**config.mk**
```make
export PLATFORM = sky130hd
export DESIGN_NAME = lc3_mmio_responder_flat
export DESIGN_NICKNAME = d
export VERILOG_FILES = /design/src/rtl/lc3_mmio_bus_if.sv /design/src/rtl/lc3_mmio_responder.sv /design/src/flat_wrapper.sv
export SDC_FILE = /design/constraint.sdc
export NUM_CORES = 1
export LEC_CHECK = 0
export ABC_CLOCK_PERIOD_IN_PS = 4010
export CORE_ASPECT_RATIO = 0.7
export CORE_MARGIN = 2
export CORE_UTILIZATION = 25
export DETAILED_ROUTE_END_ITERATION = 8
export PLACE_DENSITY_LB_ADDON = 0.08
export SKIP_LAST_GASP = 1
export SLEW_MARGIN = 20
export SYNTH_ARGS = -nofsm -noshare
export SYNTH_HDL_FRONTEND = slang
export SYNTH_SLANG_ARGS = --single-unit
```
**constraint.sdc**
```tcl
create_clock -name i_CLK -period 4.01 [get_ports i_CLK]
set_input_delay 0.6015 -clock i_CLK [delete_from_list [all_inputs] [get_ports i_CLK]]
set_output_delay 0.6015 -clock i_CLK [all_outputs]
set_load 0.03 [all_outputs]
```
**src/rtl/lc3_mmio_bus_if.sv**
```systemverilog
// LC-3 MAR/MDR access handshake between the CPU (master) and a memory-mapped target (slave).
interface lc3_mmio_bus_if;
   logic        i_MIO_EN;   // access request, held until R is seen
   logic        i_R_W;      // 1=write, 0=read
   logic [15:0] i_Addr;     // MAR
   logic [15:0] i_Data;     // MDR write data
   logic        o_Hit;      // target decodes i_Addr
   logic [15:0] o_Data;     // read data, valid while o_Ready
   logic        o_Ready;    // R bit

   modport master (output i_MIO_EN, i_R_W, i_Addr, i_Data,
                   input  o_Hit, o_Data, o_Ready);
   modport slave  (input  i_MIO_EN, i_R_W, i_Addr, i_Data,
                   output o_Hit, o_Data, o_Ready);
endinterface

```
**src/rtl/lc3_mmio_responder.sv**
```systemverilog
// LC-3 keyboard/display device registers (KBSR/KBDR/DSR/DDR) behind the MAR/MDR handshake.
// An accepted access completes LATENCY edges later (accept edge included); the register side
// effect commits on the READY-entry edge and the read value is captured on that same edge.
module lc3_mmio_responder #(
   parameter logic [15:0] BASE_ADDR = 16'hFE00,
   parameter int unsigned LATENCY   = 2
) (
   input  logic                 i_CLK,
   input  logic                 i_Reset,
   lc3_mmio_bus_if.slave        bus,
   input  logic                 i_Key_Valid,
   input  logic [7:0]           i_Key_Data,
   output logic                 o_Disp_Valid,
   output logic [7:0]           o_Disp_Data,
   input  logic                 i_Disp_Ack,
   output logic                 o_KB_Int,
   output logic                 o_Disp_Int
);

   localparam logic [1:0] ST_IDLE  = 2'd0;
   localparam logic [1:0] ST_WAIT  = 2'd1;
   localparam logic [1:0] ST_READY = 2'd2;

   localparam logic [1:0] SEL_KBSR = 2'd0;
   localparam logic [1:0] SEL_KBDR = 2'd1;
   localparam logic [1:0] SEL_DSR  = 2'd2;
   localparam logic [1:0] SEL_DDR  = 2'd3;

   // cnt holds the number of edges still to go before READY, counted from the WAIT state
   localparam logic [3:0] CNT_INIT = 4'(LATENCY - 1);

   logic [1:0]  state;
   logic [3:0]  cnt;
   logic [1:0]  lat_sel;
   logic        lat_rw;
   logic        lat_ie;
   logic [7:0]  lat_chr;
   logic [15:0] rdata_q;

   logic        kb_rdy, kb_ie, kb_ovr;
   logic [7:0]  kbdr;
   logic        ds_rdy, ds_ie;
   logic [7:0]  ddr;
   logic        disp_valid;

   logic [15:0] offs;
   logic        hit;
   logic [1:0]  sel_now;
   logic        accept, commit;
   logic [1:0]  c_sel;
   logic        c_rw, c_ie;
   logic [7:0]  c_chr;
   logic        cm_kbdr_rd, cm_kbsr_wr, cm_dsr_wr, cm_ddr_wr;
   logic [15:0] rd_val;
   logic        unused_data;

   // Device window is four even addresses starting at BASE_ADDR
   assign offs    = bus.i_Addr - BASE_ADDR;
   assign hit     = (offs[15:3] == 13'd0) && !offs[0];
   assign sel_now = offs[2:1];

   assign accept = (state == ST_IDLE) && bus.i_MIO_EN && hit;
   assign commit = (accept && (LATENCY == 1)) || ((state == ST_WAIT) && (cnt == 4'd1));

   // With LATENCY=1 the commit edge is the accept edge, so take the live bus fields then
   assign c_sel = (state == ST_IDLE) ? sel_now            : lat_sel;
   assign c_rw  = (state == ST_IDLE) ? bus.i_R_W          : lat_rw;
   assign c_ie  = (state == ST_IDLE) ? bus.i_Data[14]     : lat_ie;
   assign c_chr = (state == ST_IDLE) ? bus.i_Data[7:0]    : lat_chr;

   assign cm_kbdr_rd = commit && !c_rw && (c_sel == SEL_KBDR);
   assign cm_kbsr_wr = commit &&  c_rw && (c_sel == SEL_KBSR);
   assign cm_dsr_wr  = commit &&  c_rw && (c_sel == SEL_DSR);
   assign cm_ddr_wr  = commit &&  c_rw && (c_sel == SEL_DDR);

   // Only IE and the character byte of the write data matter to any register
   assign unused_data = ^{bus.i_Data[15], bus.i_Data[13:8]};

   // Register read mux for the access being committed; unused bits read 0
   always_comb begin
      rd_val = 16'h0000;
      case (c_sel)
         SEL_KBSR: rd_val = {kb_rdy, kb_ie, kb_ovr, 13'd0};
         SEL_KBDR: rd_val = {8'h00, kbdr};
         SEL_DSR:  rd_val = {ds_rdy, ds_ie, 14'd0};
         default:  rd_val = {8'h00, ddr};
      endcase
   end

   // Bus FSM: IDLE -> WAIT -> READY, captures read data on READY entry
   always_ff @(posedge i_CLK or posedge i_Reset) begin
      if (i_Reset) begin
         state   <= ST_IDLE;
         cnt     <= 4'd0;
         lat_sel <= 2'd0;
         lat_rw  <= 1'b0;
         lat_ie  <= 1'b0;
         lat_chr <= 8'h00;
         rdata_q <= 16'h0000;
      end else begin
         case (state)
            ST_IDLE: begin
               if (accept) begin
                  lat_sel <= sel_now;
                  lat_rw  <= bus.i_R_W;
                  lat_ie  <= bus.i_Data[14];
                  lat_chr <= bus.i_Data[7:0];
                  if (LATENCY == 1) begin
                     state   <= ST_READY;
                     rdata_q <= rd_val;
                  end else begin
                     state <= ST_WAIT;
                     cnt   <= CNT_INIT;
                  end
               end
            end
            ST_WAIT: begin
               if (cnt == 4'd1) begin
                  state   <= ST_READY;
                  rdata_q <= rd_val;
               end
               cnt <= cnt - 4'd1;
            end
            ST_READY: begin
               if (!bus.i_MIO_EN) begin
                  state   <= ST_IDLE;
                  rdata_q <= 16'h0000;
               end
            end
            default: state <= ST_IDLE;
         endcase
      end
   end

   // Keyboard: load char when empty, flag overrun when full; a KBDR read on the same edge frees the slot
   always_ff @(posedge i_CLK or posedge i_Reset) begin
      if (i_Reset) begin
         kb_rdy <= 1'b0;
         kb_ie  <= 1'b0;
         kb_ovr <= 1'b0;
         kbdr   <= 8'h00;
      end else begin
         if (cm_kbsr_wr)
            kb_ie <= c_ie;
         if (i_Key_Valid) begin
            if (cm_kbdr_rd || !kb_rdy) begin
               kbdr   <= i_Key_Data;
               kb_rdy <= 1'b1;
               if (cm_kbdr_rd)
                  kb_ovr <= 1'b0;
            end else begin
               kb_ovr <= 1'b1;
            end
         end else if (cm_kbdr_rd) begin
            kb_rdy <= 1'b0;
            kb_ovr <= 1'b0;
         end
      end
   end

   // Display: DDR write hands a char to the display when ready; ack returns the ready bit
   always_ff @(posedge i_CLK or posedge i_Reset) begin
      if (i_Reset) begin
         ds_rdy     <= 1'b1;
         ds_ie      <= 1'b0;
         ddr        <= 8'h00;
         disp_valid <= 1'b0;
      end else begin
         if (cm_dsr_wr)
            ds_ie <= c_ie;
         // disp_valid=1 implies ds_rdy=0, so a write and an ack never both take effect
         if (cm_ddr_wr && ds_rdy) begin
            ddr        <= c_chr;
            ds_rdy     <= 1'b0;
            disp_valid <= 1'b1;
         end else if (disp_valid && i_Disp_Ack) begin
            disp_valid <= 1'b0;
            ds_rdy     <= 1'b1;
         end
      end
   end

   assign bus.o_Hit   = hit;
   assign bus.o_Ready = (state == ST_READY);
   assign bus.o_Data  = rdata_q;

   assign o_Disp_Valid = disp_valid;
   assign o_Disp_Data  = ddr;
   assign o_KB_Int     = kb_rdy & kb_ie;
   assign o_Disp_Int   = ds_rdy & ds_ie;

endmodule

```
**src/flat_wrapper.sv**
```systemverilog
// flat-port wrapper written by rule: the top's interface ports become plain ports
module lc3_mmio_responder_flat 
#(
   parameter logic [15:0] BASE_ADDR = 16'hFE00,
   parameter int unsigned LATENCY   = 2
)
  (i_CLK, i_Reset, i_Key_Valid, i_Key_Data, o_Disp_Valid, o_Disp_Data, i_Disp_Ack, o_KB_Int, o_Disp_Int, bus_i_MIO_EN, bus_i_R_W, bus_i_Addr, bus_i_Data, bus_o_Hit, bus_o_Data, bus_o_Ready);
  lc3_mmio_bus_if bus_i ();
  input  logic i_CLK;
  input  logic i_Reset;
  input  logic i_Key_Valid;
  input  logic [7:0] i_Key_Data;
  output logic o_Disp_Valid;
  output logic [7:0] o_Disp_Data;
  input  logic i_Disp_Ack;
  output logic o_KB_Int;
  output logic o_Disp_Int;
  input wire logic [$bits(bus_i.i_MIO_EN)-1:0] bus_i_MIO_EN;
  input wire logic [$bits(bus_i.i_R_W)-1:0] bus_i_R_W;
  input wire logic [$bits(bus_i.i_Addr)-1:0] bus_i_Addr;
  input wire logic [$bits(bus_i.i_Data)-1:0] bus_i_Data;
  output wire logic [$bits(bus_i.o_Hit)-1:0] bus_o_Hit;
  output wire logic [$bits(bus_i.o_Data)-1:0] bus_o_Data;
  output wire logic [$bits(bus_i.o_Ready)-1:0] bus_o_Ready;
  assign bus_i.i_MIO_EN = bus_i_MIO_EN;
  assign bus_i.i_R_W = bus_i_R_W;
  assign bus_i.i_Addr = bus_i_Addr;
  assign bus_i.i_Data = bus_i_Data;
  assign bus_o_Hit = bus_i.o_Hit;
  assign bus_o_Data = bus_i.o_Data;
  assign bus_o_Ready = bus_i.o_Ready;
  lc3_mmio_responder #(.BASE_ADDR(BASE_ADDR), .LATENCY(LATENCY)) u_core (.i_CLK(i_CLK), .i_Reset(i_Reset), .bus(bus_i), .i_Key_Valid(i_Key_Valid), .i_Key_Data(i_Key_Data), .o_Disp_Valid(o_Disp_Valid), .o_Disp_Data(o_Disp_Data), .i_Disp_Ack(i_Disp_Ack), .o_KB_Int(o_KB_Int), .o_Disp_Int(o_Disp_Int));
endmodule
```
* Word-level counts from Yosys, hierarchy flattened
Cells that the tools add are included.
Widths: inputs -> output; s select.
** Word-level totals
- Output and inout bits :: 29
- Flip-flop bits (word level) :: 56
- Input port bits :: 46
** Operators by class
- Mux-type cells :: 24
- Bitwise logic cells :: 2
- Reductions and logical operators :: 29
- Eq/ne operators :: 10
- Add/sub/neg operators :: 2
** Operators by type and width (count)
- $pmux 16 s3 :: 1
- $mux 16 :: 2
- $pmux 16 s2 :: 1
- $sub 16x16->16 const B :: 1
- $logic_not 13->1 :: 1
- $logic_and 1x1->1 :: 12
- $mux 1 :: 12
- $mux 2 :: 4
- $mux 8 :: 1
- $pmux 4 s2 :: 1
- $reduce_and 2->1 :: 4
- $reduce_bool 2->1 :: 4
- $eq 2x2->1 const B :: 3
- $pmux 2 s3 :: 1
- $reduce_and 3->1 :: 2
- $eq 2x1->1 const B :: 2
- $eq 4x1->1 const B :: 1
- $logic_not 2->1 :: 2
- $mux 4 :: 1
- $ne 2x1->1 const B :: 2
- $ne 2x2->1 const B :: 2
- $sub 4x1->4 const B :: 1
- $logic_not 1->1 :: 3
- $and 1x1->1 :: 2
- $logic_or 1x1->1 :: 1

* Longest topological paths before layout
- Depth in word-level cells :: 8
- Mapped depth :: 7

* Least setup slack after synthesis
Ideal clock, no wire load.
- Path kind :: in2reg
- Start :: input bus_i_Addr[4]
- End :: register u_core.lat_chr[1]
- Library setup time :: 125 ps
- Arrival :: 2353 ps
- Setup slack :: 1532 ps
- Stages :: 5
- Data required time :: 3885 ps
- Buffers on the path :: 1
- Cell sequence :: or4_4 > nor4_4 > nand3_4 > buf_6 > mux2_4
** On the way
- Cells in the longest elaborated chain, start to end :: 5
** RTL lines
- start: declaration :: RTL line flat_wrapper.sv:20 : input wire logic [$bits(bus_i.i_Addr)-1:0] bus_i_Addr;
- $sub 16x16->16 :: RTL line lc3_mmio_responder.sv:58 : assign offs = bus.i_Addr - BASE_ADDR;
- $logic_not 13->1 :: RTL line lc3_mmio_responder.sv:59 : assign hit = (offs[15:3] == 13'd0) && !offs[0];
- $logic_and 1x1->1 :: RTL line lc3_mmio_responder.sv:59
- named net bus_o_Hit :: RTL line flat_wrapper.sv:22 : output wire logic [$bits(bus_i.o_Hit)-1:0] bus_o_Hit;
- $logic_and 1x1->1 :: RTL line lc3_mmio_responder.sv:62 : assign accept = (state == ST_IDLE) && bus.i_MIO_EN && hit;
- $reduce_and 2->1 (no source line)
- end signal: assignment :: RTL line lc3_mmio_responder.sv:107 : lat_chr <= bus.i_Data[7:0];
- end: declaration :: RTL line lc3_mmio_responder.sv:37 : logic [7:0] lat_chr;
The timed path passes the listed nets, and every way through them passes these cells.
A chain may end at the register's enable or synchronous reset.

* Worst setup path after layout
- Start :: input bus_i_Addr[4]
- End :: output bus_o_Hit
** On the way
- Cells in the longest elaborated chain, start to end :: 3
** RTL lines (RTL line)
- $sub 16x16->16 :: lc3_mmio_responder.sv:58
- $logic_not 13->1 :: lc3_mmio_responder.sv:59
- $logic_and 1x1->1 :: lc3_mmio_responder.sv:59
- end: declaration :: flat_wrapper.sv:22
No other way between the ends.

==> impl_metrics.csv <==
group,metric,value,unit
outcome,run_status,"completed",
route,drc,0,
route,vias,1640,
die,starting_density_of_the_core,25.3,%
clocking,cts_htree_levels,2,
global_route,antenna_found_initial,0,
place,placed_area,3180,sq um
clocking,cts_resized,0,
cells_and_area,final_net_count,298,
worst_setup_path,path_max_fanout,2,
place,gp_routability_congestion,0.662,
pwr,leakagePower,1.48,nW
timing,post-route-period-util,80.6,%
timing,timing.final.max_slew_violations,0,
clocking,cts_tree,"yes",
global_route,grt_max_degree,31,
worst_setup_path,worst_ep_arrival_time,2630,ps
synthesis,yosys.cell_types.count,44,
die,area_of_the_die,10500,sq um
global_route,gr-usage-all-layers,12.2,%
worst_setup_path,endpoint_kind,"primary output",
cells_and_area,area_delta_synth_final,36.9,%
route,drtPass1Iterations,4,
timing,max_clk_rate,0.310,GHz
cells_and_area,layout.filler_cells,973,
worst_setup_path,critical_path_required,3410,ps
run,max-cap-violations,0,
pwr,ir_worst_vdd,0.000144,V
clocking,cts.reportedPaths.clkPinSlew,70,ps
route,routed_wire_length_per_instance,15.6,um
synthesis,yosysWarnings,0,
clocking,clock_tree.root_cell,"sky130_fd_sc_hd__clkbuf_16",
timing,setup_tns,0,ps
route,detail_route.vias_per_cell,4.33,
die,row_count,30,
clocking,cts.hold.buffers_added,0,
global_route,grt.overflow.total,0,
timing,rsz0062_at_grt,"no",
die,die_height,86.4,um
worst_setup_path,critPathLaunchType,"input pin",
global_route,vias_in_the_first_global_route,1712,
pwr,p_per_area,308,nW/um^2
timing,setup_viol,0,
die,ioPinCount,75,
place,port_buffers,62,
synthesis,syn-cell-area,2430,sq um
timing,clock-skew-final,4.03,ps
route,wl,5.89,mm
cells_and_area,final_cell_mix,"sky130_fd_sc_hd__clkdlybuf4s50_1, sky130_fd_sc_hd__dfrtp_1, sky130_fd_sc_hd__mux2_2",
die,area_of_the_core_region,9570,sq um
worst_setup_path,setup.worst_path.class,"in -> out",
place,post-dp-hpwl,4.26,mm
clocking,cts.path.max_buffers,2,
cells_and_area,num_antenna_cells,0,
cells_and_area,post-route-cell-area,3320,sq um
synthesis,syn_area_per_cell,13.3,sq um
timing,final_hold_viol_count,0,
clocking,cts.sinks,51,
die,die_x,122,um
timing,finalWorstPathRequiredPeriod,3230,ps
clocking,cts_setup_buffers,0,
synthesis,synth-seq-area-share,52.7,%
synthesis,yosys_register_bits,51,
cells_and_area,layout-drive-gt1-share,24.3,%
global_route,grt_first_pass_wirelength,9.65,mm
worst_hold_path,holdPathStages,1,
worst_hold_path,min_path_type,"reg -> reg",
route,drt-initial-drc-count,52,
clocking,worst_skew_pair.late_latency,290,ps
worst_setup_path,rr_worst_depth,7,
route,drt.antenna.violating_nets,0,
timing,tightest_pin_transition,855,ps
timing,slew_headroom,42.7,%
cells_and_area,final_common_cell,"sky130_fd_sc_hd__clkdlybuf4s50_1",
synthesis,syn-instance-count,183,
clocking,cts_made_buffers,5,
[layout make-up]
type / count / area, sq um / area share [%]
clock buffers: 7 / 133 / 3.99
clock inverters: 1 / 5.00 / 0.151
inverters: 7 / 26.3 / 0.791
multi-input cells: 119 / 1070 / 32.2
flip-flops and latches: 51 / 1280 / 38.5
well taps: 128 / 160 / 4.82
repair buffers: 66 / 651 / 19.6
[flip-flops by register name, summed over array words and instances (netlist names), 2 cells and up]
register / cells
u_core.kbdr: 8
u_core.state: 2
u_core.o_Disp_Data: 8
u_core.bus.o_Data: 11
u_core.lat_chr: 8
u_core.lat_sel: 2
u_core.cnt: 4
[stage by stage]
step | hold slack [ps] | power, mW | util, % | worst slack, ps | std cells
after detailed placement | 480 | 0.620 | 33.3 | 768 | 371
after global placement | 483 | 0.620 | 33.3 | 769 | 371
after floorplan | 462 | 0.573 | - | 1530 | 187
after CTS | 502 | 1.04 | 34.7 | 758 | 379
after global routing | 509 | 1.07 | 34.7 | 717 | 379
final | 496 | 1.02 | 34.7 | 779 | 379
[kinds of logic (layout without fill, tap and decap cells)]
group,Yosys count,count (layout),synth area share (%)
flip-flops,51,51,52.7
AO/OA/AOI/OAI,31,31,9.95
adder cells (fa/ha/maj),2,2,1.03
buffers and inverters,17,81,3.92
multiplexers,44,44,21.1
AND/OR/NAND/NOR,36,36,10.8
XOR/XNOR,1,1,0.361
other,1,5,0.155
[path summary, 6_finish.rpt]
kind	start	endpoint	slack [ps]
max reg2reg	u_core.cnt[1]	u_core.o_Disp_Data[1]	1480
max in group asynchronous	i_Reset	u_core.o_Disp_Data[5]	2530
min	u_core.bus.o_Data[6]	u_core.bus.o_Data[6]	500
min reg2reg	u_core.bus.o_Data[6]	u_core.bus.o_Data[6]	500
max	bus_i_Addr[4]	bus_o_Hit	780
min in group asynchronous	i_Reset	u_core.cnt[2]	730
[metal layers]
| metal | up-vias | track usage [%] | routed length (um) |
|---|---|---|---|
| met2 | 30 | 16.7 | 2460 |
| met3 | 5 | 3.55 | 227 |
| met5 | - | 0 | 0 |
| met1 | 804 | 18.8 | 3170 |
| li1 | 801 | - | - |
| met4 | 0 | 2.51 | 37 |
[worst max-delay path: stages]
cell and delay, ps:
sky130_fd_sc_hd__clkdlybuf4s50_1 400, sky130_fd_sc_hd__or4_4 540, sky130_fd_sc_hd__nor4_4 350, sky130_fd_sc_hd__clkdlybuf4s50_1 740
[cells in the mapped netlist]
cell	instances	area share (%)
sky130_fd_sc_hd__buf_4	6	1.9
sky130_fd_sc_hd__a22oi_1	8	2.5
sky130_fd_sc_hd__buf_2	1	0.21
sky130_fd_sc_hd__a21o_1	2	0.62
sky130_fd_sc_hd__o21ai_0	1	0.21
sky130_fd_sc_hd__nand3_4	1	0.72
sky130_fd_sc_hd__nand2b_1	4	1.0
sky130_fd_sc_hd__dfrtp_1	50	52
sky130_fd_sc_hd__nor3b_1	3	0.93
sky130_fd_sc_hd__nor4b_1	1	0.36
sky130_fd_sc_hd__clkbuf_1	2	0.31
sky130_fd_sc_hd__mux2_2	34	16
sky130_fd_sc_hd__mux2i_2	1	0.57
sky130_fd_sc_hd__a32o_1	1	0.41
sky130_fd_sc_hd__inv_1	7	1.1
sky130_fd_sc_hd__or4_4	1	0.46
sky130_fd_sc_hd__a21oi_1	3	0.62
sky130_fd_sc_hd__nor4_4	1	0.88
sky130_fd_sc_hd__or4b_2	1	0.41
sky130_fd_sc_hd__nor2_1	5	0.77
sky130_fd_sc_hd__nor2_2	1	0.26
sky130_fd_sc_hd__or2_2	1	0.26
sky130_fd_sc_hd__nand4_1	1	0.26
sky130_fd_sc_hd__or4bb_1	1	0.46
sky130_fd_sc_hd__o2bb2ai_1	11	4.0
sky130_fd_sc_hd__a31o_2	1	0.36
sky130_fd_sc_hd__nand3_1	1	0.21
sky130_fd_sc_hd__and2_1	3	0.77
sky130_fd_sc_hd__nor4bb_1	1	0.41
sky130_fd_sc_hd__or3_1	1	0.26
sky130_fd_sc_hd__o21bai_1	1	0.31
sky130_fd_sc_hd__nand2_1	6	0.93
sky130_fd_sc_hd__nor2b_1	1	0.26
sky130_fd_sc_hd__dfstp_2	1	1.1
sky130_fd_sc_hd__xnor2_1	1	0.36
sky130_fd_sc_hd__conb_1	1	0.15
sky130_fd_sc_hd__buf_6	1	0.46
sky130_fd_sc_hd__mux2i_1	4	1.7
sky130_fd_sc_hd__o21ai_2	1	0.36
sky130_fd_sc_hd__o21a_1	2	0.62
sky130_fd_sc_hd__ha_1	2	1.0
sky130_fd_sc_hd__nor3_1	1	0.21
sky130_fd_sc_hd__nor4b_4	1	0.98
sky130_fd_sc_hd__mux2_4	5	3.1
[report_power, final]
group          leakage (nW)  total [mW]  internal, mW  switching (mW)
logic                 0.726      0.0831        0.0478          0.0353
registers             0.686       0.525         0.522         0.00379
clock network        0.0679       0.413         0.231           0.182
total                  1.48        1.02         0.800           0.221
Power figures use the tool's default switching activity.
